### src/rtl/cu_pkg.sv
// Shared types and constants for the processor control unit:
// state encodings, opcodes, ALU selects and the opcode-to-state decoder.
package cu_pkg;

    localparam int PC_W_DEFAULT = 7;

    // State encodings are fixed because they are shown on State_out
    typedef enum logic [3:0] {
        ST_INIT   = 4'd0,
        ST_FETCH  = 4'd1,
        ST_DECODE = 4'd2,
        ST_NOOP   = 4'd3,
        ST_LOAD_A = 4'd4,
        ST_LOAD_B = 4'd5,
        ST_STORE  = 4'd6,
        ST_ADD    = 4'd7,
        ST_SUB    = 4'd8,
        ST_HALT   = 4'd9
    } state_t;

    typedef logic [3:0] opcode_t;

    localparam opcode_t OP_NOOP  = 4'b0000;
    localparam opcode_t OP_STORE = 4'b0001;
    localparam opcode_t OP_LOAD  = 4'b0010;
    localparam opcode_t OP_ADD   = 4'b0011;
    localparam opcode_t OP_SUB   = 4'b0100;
    localparam opcode_t OP_HALT  = 4'b0101;

    localparam logic [2:0] ALU_PASS = 3'b000;
    localparam logic [2:0] ALU_ADD  = 3'b001;
    localparam logic [2:0] ALU_SUB  = 3'b010;

    // First execute state for an opcode; unassigned opcodes run as NOOP
    function automatic state_t exec_state(input opcode_t op);
        state_t st;
        case (op)
            OP_STORE: st = ST_STORE;
            OP_LOAD:  st = ST_LOAD_A;
            OP_ADD:   st = ST_ADD;
            OP_SUB:   st = ST_SUB;
            OP_HALT:  st = ST_HALT;
            default:  st = ST_NOOP;
        endcase
        return st;
    endfunction

endpackage

### src/rtl/control_unit_program_counter.sv
// Program counter: synchronous clear and increment, wrapping modulo 2^W.
module program_counter #(
    parameter int W = 7
) (
    input  logic         clk,
    input  logic         reset_n,
    input  logic         clr,
    input  logic         up,
    output logic [W-1:0] count
);

    logic [W-1:0] count_q;

    // Reset/clear dominate; increment overflows naturally back to zero
    always_ff @(posedge clk) begin
        if (!reset_n) begin
            count_q <= '0;
        end else if (clr) begin
            count_q <= '0;
        end else if (up) begin
            count_q <= count_q + 1'b1;
        end
    end

    assign count = count_q;

endmodule

### src/rtl/control_unit.sv
// Processor control unit: fetches from a 1-cycle synchronous instruction ROM,
// holds IR, sequences FETCH/DECODE/EXECUTE and decodes datapath controls
// combinationally from state and IR.
module control_unit
    import cu_pkg::*;
#(
    parameter int PC_W = PC_W_DEFAULT
) (
    input  logic            clk,
    input  logic            reset_n,
    input  logic [15:0]     I_data,
    output logic [PC_W-1:0] PC_Addr,
    output logic [7:0]      D_Addr,
    output logic            D_Wr,
    output logic            RF_s,
    output logic [3:0]      RF_W_Addr,
    output logic            RF_W_en,
    output logic [3:0]      RF_Ra_Addr,
    output logic [3:0]      RF_Rb_Addr,
    output logic [2:0]      ALU_s0,
    output logic [15:0]     IR_out,
    output logic [3:0]      State_out,
    output logic            Halted
);

    state_t      state_q;
    logic [15:0] ir_q;

    // Instruction fields
    logic [3:0] f_op;
    logic [3:0] f_hi;
    logic [3:0] f_mid;
    logic [3:0] f_lo;
    logic [7:0] f_addr;

    assign f_op   = ir_q[15:12];
    assign f_hi   = ir_q[11:8];
    assign f_mid  = ir_q[7:4];
    assign f_lo   = ir_q[3:0];
    assign f_addr = ir_q[7:0];

    // PC is parked at 0 in INIT and only advances while fetching
    logic pc_clr;
    logic pc_up;

    assign pc_clr = (state_q == ST_INIT);
    assign pc_up  = (state_q == ST_FETCH);

    program_counter #(
        .W(PC_W)
    ) u_pc (
        .clk    (clk),
        .reset_n(reset_n),
        .clr    (pc_clr),
        .up     (pc_up),
        .count  (PC_Addr)
    );

    // Sequencer: state transitions and IR capture during FETCH
    always_ff @(posedge clk) begin
        if (!reset_n) begin
            state_q <= ST_INIT;
            ir_q    <= '0;
        end else begin
            case (state_q)
                ST_INIT:   state_q <= ST_FETCH;
                ST_FETCH: begin
                    ir_q    <= I_data;
                    state_q <= ST_DECODE;
                end
                ST_DECODE: state_q <= exec_state(f_op);
                ST_LOAD_A: state_q <= ST_LOAD_B;
                ST_NOOP,
                ST_LOAD_B,
                ST_STORE,
                ST_ADD,
                ST_SUB:    state_q <= ST_FETCH;
                ST_HALT:   state_q <= ST_HALT;
                default:   state_q <= ST_INIT;
            endcase
        end
    end

    // Moore decode of datapath controls; anything not driven for a state stays 0
    always_comb begin
        D_Addr     = '0;
        D_Wr       = 1'b0;
        RF_s       = 1'b0;
        RF_W_Addr  = '0;
        RF_W_en    = 1'b0;
        RF_Ra_Addr = '0;
        RF_Rb_Addr = '0;
        ALU_s0     = ALU_PASS;
        case (state_q)
            ST_STORE: begin
                D_Addr     = f_addr;
                RF_Ra_Addr = f_hi;
                D_Wr       = 1'b1;
            end
            ST_LOAD_A: begin
                // Address is presented one cycle early to cover memory read latency
                D_Addr = f_addr;
                RF_s   = 1'b1;
            end
            ST_LOAD_B: begin
                D_Addr    = f_addr;
                RF_s      = 1'b1;
                RF_W_Addr = f_hi;
                RF_W_en   = 1'b1;
            end
            ST_ADD: begin
                RF_Ra_Addr = f_hi;
                RF_Rb_Addr = f_mid;
                ALU_s0     = ALU_ADD;
                RF_W_Addr  = f_lo;
                RF_W_en    = 1'b1;
            end
            ST_SUB: begin
                RF_Ra_Addr = f_hi;
                RF_Rb_Addr = f_mid;
                ALU_s0     = ALU_SUB;
                RF_W_Addr  = f_lo;
                RF_W_en    = 1'b1;
            end
            default: begin
            end
        endcase
    end

    assign IR_out    = ir_q;
    assign State_out = state_q;
    assign Halted    = (state_q == ST_HALT);

endmodule
### config.mk
export PLATFORM = sky130hd
export DESIGN_NAME = control_unit
export DESIGN_NICKNAME = d
export VERILOG_FILES = /design/src/rtl/cu_pkg.sv /design/src/rtl/control_unit_program_counter.sv /design/src/rtl/control_unit.sv
export SDC_FILE = /design/constraint.sdc
export NUM_CORES = 1
export LEC_CHECK = 0
export BUFFER_PORTS_ARGS = -buffer_cell sky130_fd_sc_hd__buf_4
export CAP_MARGIN = 20
export CORE_MARGIN = 3
export CORE_UTILIZATION = 48
export DETAILED_ROUTE_END_ITERATION = 6
export PLACE_DENSITY = 0.84
export SYNTH_ARGS = -nofsm -noshare
export SYNTH_HDL_FRONTEND = slang
export SYNTH_SLANG_ARGS = --single-unit
### constraint.sdc
create_clock -name clk -period 3 [get_ports clk]
set_input_delay 0.45 -clock clk [delete_from_list [all_inputs] [get_ports clk]]
set_output_delay 0.45 -clock clk [all_outputs]
set_load 0.03 [all_outputs]
==> results of run 1 <==
cell usage after synthesis (all sizes together), types with 4 or more instances:
cell type | n | area (µm²)
buf | 6 | 32.5
dfxtp | 27 | 541
o21ai | 5 | 25.0
a21boi | 16 | 120
nor2 | 4 | 15.0
inv | 5 | 18.8
a22o | 4 | 35.0
or3 | 4 | 25.0
and3 | 8 | 50.1
a21oi | 6 | 30.0
clkbuf | 7 | 26.3
nand2 | 36 | 135
and2 | 8 | 50.1
routing by layer:
| layer | wire (µm) | share of wire (%) | GRT usage, % |
|---|---|---|---|
| met5 | 0 | 0 | 0 |
| met4 | 14 | 0.36 | 3.16 |
| met3 | 277 | 7.1 | 5.23 |
| met2 | 1980 | 51 | 41.4 |
| met1 | 1650 | 42 | 27.0 |
power by group through the flow:
stage / Combinational [mW] / Clock (mW) / Sequential [mW]
6_report: 0.341 / 0.159 / 0.467
5_1_grt: 0.369 / 0.181 / 0.477
4_1_cts: 0.343 / 0.166 / 0.466
3_5_place_dp: 0.342 / 0 / 0.474
3_3_place_gp: 0.335 / 0 / 0.470
2_1_floorplan: 0.167 / 0 / 0.526
stage by stage:
step,utilization (%),worst slack (ns)
after floorplan,-,0.429
after global placement,72.9,0.841
after detailed placement,72.9,0.703
after CTS,74.1,0.336
after global routing,74.1,0.107
final,74.1,0.332
cell usage in the layout, fill, tap and decap left out:
| cell type | n |
|---|---|
| sky130_fd_sc_hd__a21boi_0 | 16 |
| sky130_fd_sc_hd__a21o_1 | 2 |
| sky130_fd_sc_hd__a21oi_1 | 6 |
| sky130_fd_sc_hd__a22o_1 | 4 |
| sky130_fd_sc_hd__a31oi_1 | 1 |
| sky130_fd_sc_hd__and2_1 | 8 |
| sky130_fd_sc_hd__and3_1 | 8 |
| sky130_fd_sc_hd__buf_4 | 71 |
| sky130_fd_sc_hd__clkbuf_4 | 3 |
| sky130_fd_sc_hd__clkinvlp_4 | 1 |
| sky130_fd_sc_hd__conb_1 | 1 |
| sky130_fd_sc_hd__dfxtp_1 | 27 |
| sky130_fd_sc_hd__ha_1 | 1 |
| sky130_fd_sc_hd__inv_1 | 5 |
| sky130_fd_sc_hd__nand2_1 | 36 |
| sky130_fd_sc_hd__nand2b_1 | 3 |
| sky130_fd_sc_hd__nand3_1 | 2 |
| sky130_fd_sc_hd__nand4_1 | 2 |
| sky130_fd_sc_hd__nor2_1 | 4 |
| sky130_fd_sc_hd__nor2b_1 | 3 |
| sky130_fd_sc_hd__nor3_1 | 2 |
| sky130_fd_sc_hd__nor3b_1 | 2 |
| sky130_fd_sc_hd__nor4b_1 | 1 |
| sky130_fd_sc_hd__nor4b_2 | 2 |
| sky130_fd_sc_hd__nor4bb_1 | 1 |
| sky130_fd_sc_hd__o2111ai_1 | 1 |
| sky130_fd_sc_hd__o21ai_0 | 5 |
| sky130_fd_sc_hd__o21bai_1 | 1 |
| sky130_fd_sc_hd__o311a_1 | 2 |
| sky130_fd_sc_hd__o311ai_0 | 2 |
| sky130_fd_sc_hd__o41a_1 | 1 |
| sky130_fd_sc_hd__o41ai_1 | 3 |
| sky130_fd_sc_hd__or3_1 | 4 |
| sky130_fd_sc_hd__or4b_1 | 1 |
| sky130_fd_sc_hd__xnor2_1 | 2 |
cell families (layout without fill, tap and decap cells):
logic type,Yosys count,after routing,share of synthesized area (%)
xor gates and xnor gates,2,2,1.27
buffers and inverters,18,80,5.62
and+or+nand+nor,79,79,29.4
other,1,1,0.271
AOI/OAI and AO/OA,44,44,23.4
DFF,27,27,39.1
adders and majority gates,1,1,0.906
sequential cells by signal, summed over array words and instances, names as in the netlist:
signal and flops:
State_out 4, u_pc.count 7, IR_out 16
path summary, 6_finish.rpt:
path / to / depth (start not counted)
max reg2reg: u_pc.count[5] / 3
min: IR_out[14] / 3
min reg2reg: IR_out[2] / 2
max: RF_W_Addr[3] / 4
critical path, stage by stage, from the launching register on:
cell and delay, ns:
sky130_fd_sc_hd__dfxtp_1 0.68, sky130_fd_sc_hd__nand2_1 0.32, sky130_fd_sc_hd__o21bai_1 0.53, sky130_fd_sc_hd__a22o_1 0.22, sky130_fd_sc_hd__buf_4 0.16
area by class of cell:
class                   instances  area, µm²  area share [%]
multi-input cells             127        776            40.1
flip-flops and latches         27        541            27.9
repair buffers                 71        533            27.5
well taps                      30       37.5            1.94
clock buffers                   3       22.5            1.16
inverters                       5       18.8           0.970
clock inverters                 1       7.51           0.388
==> results.rst, run 1 <==
.. list-table::
   :header-rows: 1

   * - Metric
     - Value
   * - Number of port buffers
     - 70
   * - Hold buffer count at CTS
     - 0
   * - Area Growth Syn to Fin
     - 40.1%
   * - Die Area
     - 3560 µm²
   * - Clock tree from TritonCTS
     - yes
   * - Via density per instance
     - 5.53
   * - Global route total overflow
     - 0
   * - Switching part of the total
     - around 40%
   * - Number of remaining DRC errors
     - 0
   * - Gpl congestion
     - 0.808
   * - Largest net degree at the start of global routing
     - 28
   * - Count of pins on the block boundary
     - 72
   * - CTS root buffer
     - sky130_fd_sc_hd__clkbuf_4
   * - Peak supply drop
     - 0.374 mV
   * - Type of origin of the critical path
     - flop
   * - Worst Hold Launch
     - I_data[14]
   * - CP Data Required Time
     - between 2 and 3 ns
   * - Number of H-tree branching levels
     - 1
   * - Number of synthesized flops with an enable pin
     - 0
   * - Syn avg cell area
     - 8.03 µm²
   * - Detailed-route wire length per cell
     - around 15 µm
   * - Die outline width
     - 59.6 µm
   * - Critical path startpoint
     - State_out[1]
   * - Combined area of all synthesized cells
     - around 1400 µm²
   * - First-pass GRT wire length
     - 6.35 mm
   * - Number of nets in the layout
     - 254
   * - Synthesized netlist net count
     - 191
   * - Synthesized instance count
     - 172
   * - Remaining antenna violation count after routing
     - 0
   * - Post-CTS Setup Repair Bufs
     - 0
   * - Clock latency on the worst-skew pair
     - about 0.32 ns
   * - Worst setup path category
     - flop to output port
   * - Worst Path Max Fanout
     - 16
   * - Combinational Power Share
     - 35.3%
   * - Outcome
     - completed
   * - DRT Pass-1 Iters
     - 4
   * - Antenna violations before repair
     - 0
   * - # placed instances
     - 260
   * - Vias post-DR
     - between 1000 and 1500
   * - Max cap viols
     - 0
   * - Layout cells sized above 1
     - 32.9%
   * - Detailed Place HPWL
     - 2.98 mm
   * - Post-CTS sizing
     - 0
   * - Path class of the lowest-slack min-delay path
     - primary input to flop
   * - Net switching power
     - around 390 µW
   * - Count of state elements after synthesis
     - 27
   * - Global-route total usage across every layer
     - 22.6%
   * - Worst slew margin relative to its limit
     - 38.7%
   * - Final setup violation count
     - 0
   * - FFs w/ async S/R, synth
     - 0%
   * - Tightest Pin Transition
     - 0.907 ns
   * - Startpoint of the worst-slack reg-to-reg timing path
     - State_out[0]
   * - Number of unique standard cell types used by synthesis
     - 34
   * - Flop-to-flop setup slack
     - 0.66 ns
   * - Clock Skews
     - 0.00310 ns
   * - Yosys Warn Count
     - 0
   * - Initial standard-cell utilization of the core
     - 52.9%
   * - Max Fclk
     - 375 MHz
   * - Final Hold Violating Endpoints
     - 0
   * - Setup TNS
     - 0 ns
   * - Final WL
     - 3.92 mm
   * - Count of pins over their slew limit
     - 0
   * - Site row count
     - 18
   * - Cell-internal power
     - 580 µW
   * - Clock Power Share
     - 16.5%
   * - LEAKAGE
     - 0.882 nW
   * - # clock sinks
     - 27
   * - RSZ-0062 raised after global routing
     - no
   * - Critical path arrival
     - ~2.2 ns
   * - Post-route design area
     - 1940 µm²
   * - Crit. End Element
     - output port
   * - Core Box Area
     - 2610 µm²
   * - CTS buffer count
     - 3
   * - Share of synthesized area occupied by flip-flops and latches
     - between 30% and 40%
   * - Pwr per Cell Area
     - 500 nW/µm²
   * - Bufs on Longest Clock Path
     - 2
   * - Number of global-route vias before repair
     - 1355
   * - Tot Pwr
     - 968 µW
   * - Post-layout minimum cycle time
     - 2.67 ns
   * - Antenna fix cells
     - 0
   * - Total cell area at the placement stage
     - 1910 µm²
   * - Floorplan die height
     - 59.6 µm
   * - Fraction of power consumed by sequential logic
     - 48.3%
   * - Clock edge transition at the registers on the reported setup and hold paths
     - 0.15 ns
   * - Filler-free cell count of the finished design
     - 264
   * - Starting DRT DRC Count
     - 57
   * - Final worst path period share
     - 88.9%
   * - Top_reg_cell synth
     - sky130_fd_sc_hd__dfxtp_1
   * - WHS
     - 0.367 ns
   * - Fillers
     - approximately 220
Power figures use the tool's default switching activity.
==> run 2: changes to the inputs <==
--- a/config.mk
+++ b/config.mk
@@ -5,6 +5,7 @@
 export SDC_FILE = /design/constraint.sdc
 export NUM_CORES = 1
 export LEC_CHECK = 0
+export ABC_AREA = 1
 export BUFFER_PORTS_ARGS = -buffer_cell sky130_fd_sc_hd__buf_4
 export CAP_MARGIN = 20
 export CORE_MARGIN = 3
==> constraint.sdc (replaced) <==
create_clock -name clk -period 3.45 [get_ports clk]
set_input_delay 0.5175 -clock clk [delete_from_list [all_inputs] [get_ports clk]]
set_output_delay 0.5175 -clock clk [all_outputs]
set_load 0.03 [all_outputs]
==> run 2 against run 1 <==
Net effect: synthesized cell count grew 19%; sequential cell count unchanged; non-clock buffer count shrank 1; die area rose by 1.1%; via count grew 2.4%; critical path type unchanged; sequential share of layout area fell by 0.13 points.
==> results.rst, run 2 <==
.. list-table::
   :header-rows: 1

   * - Metric
     - Value
   * - Floorplan die height
     - 60.0 µm (+0.57%)
   * - Layout cells sized above 1
     - 31.9% (-1.0 points)
   * - Number of synthesized flops with an enable pin
     - 0 (unchanged)
   * - Synthesized netlist net count
     - 224 (+17%)
   * - DRT Pass-1 Iters
     - 4 (unchanged)
   * - Share of synthesized area occupied by flip-flops and latches
     - 38.6% (-0.49 points)
   * - Site row count
     - 18 (unchanged)
   * - RSZ-0062 raised after global routing
     - no
   * - Clock latency on the worst-skew pair
     - 0.33 ns (about the same)
   * - Largest net degree at the start of global routing
     - 33 (+18%)
   * - Die Area
     - 3600 µm² (+1.1%)
   * - Top_reg_cell synth
     - sky130_fd_sc_hd__dfxtp_1
   * - Antenna fix cells
     - 0 (unchanged)
   * - Clock tree from TritonCTS
     - yes
   * - # clock sinks
     - 27 (unchanged)
   * - Clock Skews
     - 0.00280 ns (-0.000294 ns)
   * - Area Growth Syn to Fin
     - 39.0%
   * - Tightest Pin Transition
     - 0.560 ns (-0.347 ns)
   * - Peak per-stage delay on the critical path
     - 0.48 ns (-0.20 ns)
   * - Outcome
     - completed
   * - Final core utilization
     - 74.4% (+0.34 points)
   * - Flip-flop count of the largest register after layout
     - 16 (unchanged)
   * - Yosys top cell area share
     - 38.6% (-0.49 points)
   * - Number of global-route vias before repair
     - 1366 (+0.81%)
   * - Max Fclk
     - 445 MHz
   * - Type of origin of the critical path
     - flop
   * - Filler-free cell count of the finished design
     - 303 (+15%)
   * - Detailed-route wire length per cell
     - 11.8 µm (-20%)
   * - Critical path arrival
     - 1.73 ns (-0.49 ns)
   * - Cell with the largest stage delay on the worst path
     - sky130_fd_sc_hd__dfxtp_1
   * - Post-CTS sizing
     - 0 (unchanged)
   * - Starting DRT DRC Count
     - 78 (+37%)
   * - Critical path startpoint
     - State_out[2]
   * - Final Hold Violating Endpoints
     - 0 (unchanged)
   * - Commonest non-fill, non-tap cells in the layout
     - sky130_fd_sc_hd__buf_4 (70), sky130_fd_sc_hd__nor2_1 (41), sky130_fd_sc_hd__nand2_1 (30), sky130_fd_sc_hd__inv_1 (29), sky130_fd_sc_hd__dfxtp_1 (27)
   * - Worst Hold Launch
     - I_data[9]
   * - CTS root buffer
     - sky130_fd_sc_hd__clkbuf_4
   * - Global-route total usage across every layer
     - 20.8% (-1.8 points)
   * - Count of pins over their slew limit
     - 0 (unchanged)
   * - Antenna violations before repair
     - 0 (unchanged)
   * - First-pass GRT wire length
     - 5.78 mm (-8.9%)
   * - Final worst path period share
     - 65.1%
   * - Max cap viols
     - 0 (unchanged)
   * - Count of pins on the block boundary
     - 72 (unchanged)
   * - Peak supply drop
     - 0.515 mV (+38%)
   * - Most common library cells after synthesis
     - sky130_fd_sc_hd__nor2_1 (41), sky130_fd_sc_hd__nand2_1 (30), sky130_fd_sc_hd__inv_1 (29)
   * - Syn avg cell area
     - 6.82 µm² (-15%)
   * - Cell-internal power
     - 680 µW (+17%)
   * - Final WL
     - 3.58 mm (-8.6%)
   * - Post-CTS Setup Repair Bufs
     - 0 (unchanged)
   * - Setup TNS
     - 0 ns (unchanged)
   * - Ordered list of cells on the worst path
     - inv_2 -> nor2_4 -> inv_2 -> nor2_4 -> nor2_8 -> o21ai_1 -> buf_4
   * - Path class of the lowest-slack min-delay path
     - primary input to flop
   * - Worst slew margin relative to its limit
     - 62.5% (+24 points)
   * - Final setup violation count
     - 0 (unchanged)
   * - Startpoint of the worst-slack reg-to-reg timing path
     - State_out[0]
   * - Die outline width
     - 60.0 µm (+0.57%)
   * - Most frequent standard cell in the layout excluding fill and tap cells
     - sky130_fd_sc_hd__buf_4
   * - Core Box Area
     - 2610 µm² (unchanged)
   * - CTS buffer count
     - 3 (unchanged)
   * - Global route total overflow
     - 0 (unchanged)
   * - Largest area contributor in the netlist
     - sky130_fd_sc_hd__dfxtp_1
   * - # placed instances
     - 299 (+15%)
   * - Fraction of power consumed by sequential logic
     - 35.7% (-13 points)
   * - Clock edge transition at the registers on the reported setup and hold paths
     - 0.15 ns (about the same)
   * - Tot Pwr
     - 1.35 mW (+39%)
   * - Count of state elements after synthesis
     - 27 (unchanged)
   * - Via density per instance
     - 4.93 (-11%)
   * - Synthesized instance count
     - 205 (+19%)
   * - Yosys Warn Count
     - 0 (unchanged)
   * - Number of H-tree branching levels
     - 1 (unchanged)
   * - FFs w/ async S/R, synth
     - 0% (unchanged)
   * - Detailed Place HPWL
     - 2.74 mm (-7.9%)
   * - LEAKAGE
     - 0.943 nW (+6.9%)
   * - Number of port buffers
     - 70 (unchanged)
   * - Hold buffer count at CTS
     - 0 (unchanged)
   * - Bufs on Longest Clock Path
     - 2 (unchanged)
   * - Net switching power
     - 670 µW (+72%)
   * - Clock Power Share
     - 10.5% (-6.0 points)
   * - Worst setup path category
     - flop to output port
   * - Remaining antenna violation count after routing
     - 0 (unchanged)
   * - Crit. End Element
     - output port
   * - Worst Path Max Fanout
     - 10 (-6)
   * - Pwr per Cell Area
     - 694 nW/µm² (+39%)
   * - Combinational Power Share
     - 53.8% (+18 points)
   * - Number of nets in the layout
     - 293 (+15%)
   * - Gpl congestion
     - 0.858 (+6.3%)
   * - Number of remaining DRC errors
     - 0 (unchanged)
   * - Initial standard-cell utilization of the core
     - 53.5% (+0.67 points)
   * - Number of unique standard cell types used by synthesis
     - 26 (-24%)
   * - Switching part of the total
     - 49.6% (+9.5 points)
   * - Cell types occupying the most area after synthesis
     - sky130_fd_sc_hd__dfxtp_1 (39%), sky130_fd_sc_hd__nor2_1 (11%), sky130_fd_sc_hd__nand2_1 (8.1%)
   * - Leading cell type by number of instances after synthesis
     - sky130_fd_sc_hd__nor2_1
   * - Post-layout minimum cycle time
     - 2.25 ns
   * - Combined area of all synthesized cells
     - 1400 µm² (+1.3%)
   * - CP Data Required Time
     - 2.93 ns (+0.38 ns)
   * - WHS
     - 0.413 ns (+0.0455 ns)
   * - Vias post-DR
     - 1495 (+2.4%)
## run 2: cell count changes after synthesis, sizes merged, moves of 8 or more
cell    previous run  this run
and3               8         0
and2               8         0
o21ai              5        23
a21boi            16         0
nor2               4        49
a21oi              6        17
inv                5        31
nand3              2        11
## run 2: path summary, 6_finish.rpt
| path | slack (ns) | depth (start not counted) | end |
|---|---|---|---|
| setup / recovery | 1.20 | 7 | RF_W_Addr[2] |
| hold / removal | 0.41 | 3 | IR_out[9] |
| setup reg to reg | 1.86 | 7 | u_pc.count[5] |
| hold reg to reg | 0.51 | 2 | IR_out[3] |
## run 2: through the flow
| step | worst slack, ns | area (µm²) |
|---|---|---|
| finish | 1.20 | 1940 |
| global route | 1.05 | 1940 |
| CTS | 1.19 | 1940 |
| detailed placement | 1.59 | 1920 |
| global placement | 1.62 | 1920 |
| floorplan | 1.13 | 1400 |
## run 2: layout make-up
class,count,area [µm²]
well taps,30,37.5
clock inverters,1,5.00
clock buffers,3,22.5
fillers,234,668
flip-flops and latches,27,541
inverters,31,116
repair buffers,70,526
multi-input cells,141,697
## run 2: critical path: cells and delay by family (launching register included)
kind                   cells  cell delay (ns)
and+or+nand+nor            3             0.40
AOI/OAI and AO/OA          1             0.15
buffers and inverters      3             0.36
DFF                        1             0.48
## run 2: logic make-up (layout without fill, tap and decap cells)
group	count (synthesis)	after routing	share of synthesized area (%)
AOI/OAI and AO/OA	42	42	15.3
xor gates and xnor gates	2	2	1.25
adders and majority gates	1	1	0.894
buffers and inverters	37	105	11.5
DFF	27	27	38.6
other	1	1	0.268
and+or+nand+nor	95	95	32.1
## run 2: power groups by stage
stage	Sequential (mW)	Clock, mW	Combinational, mW
global placement	0.487	0	0.717
global route	0.498	0.162	0.795
detailed placement	0.490	0	0.727
finish	0.483	0.141	0.726
CTS	0.483	0.144	0.731
floorplan	0.658	0	0.349
## run 2: per-layer routing
layer | up-vias | wire length (µm) | GRT usage, %
met2 | 59 | 1660 | 37.2
met4 | 0 | 44 | 6.96
met3 | 4 | 390 | 4.32
li1 | 778 | - | -
met1 | 654 | 1490 | 24.4
met5 | - | 0 | 0
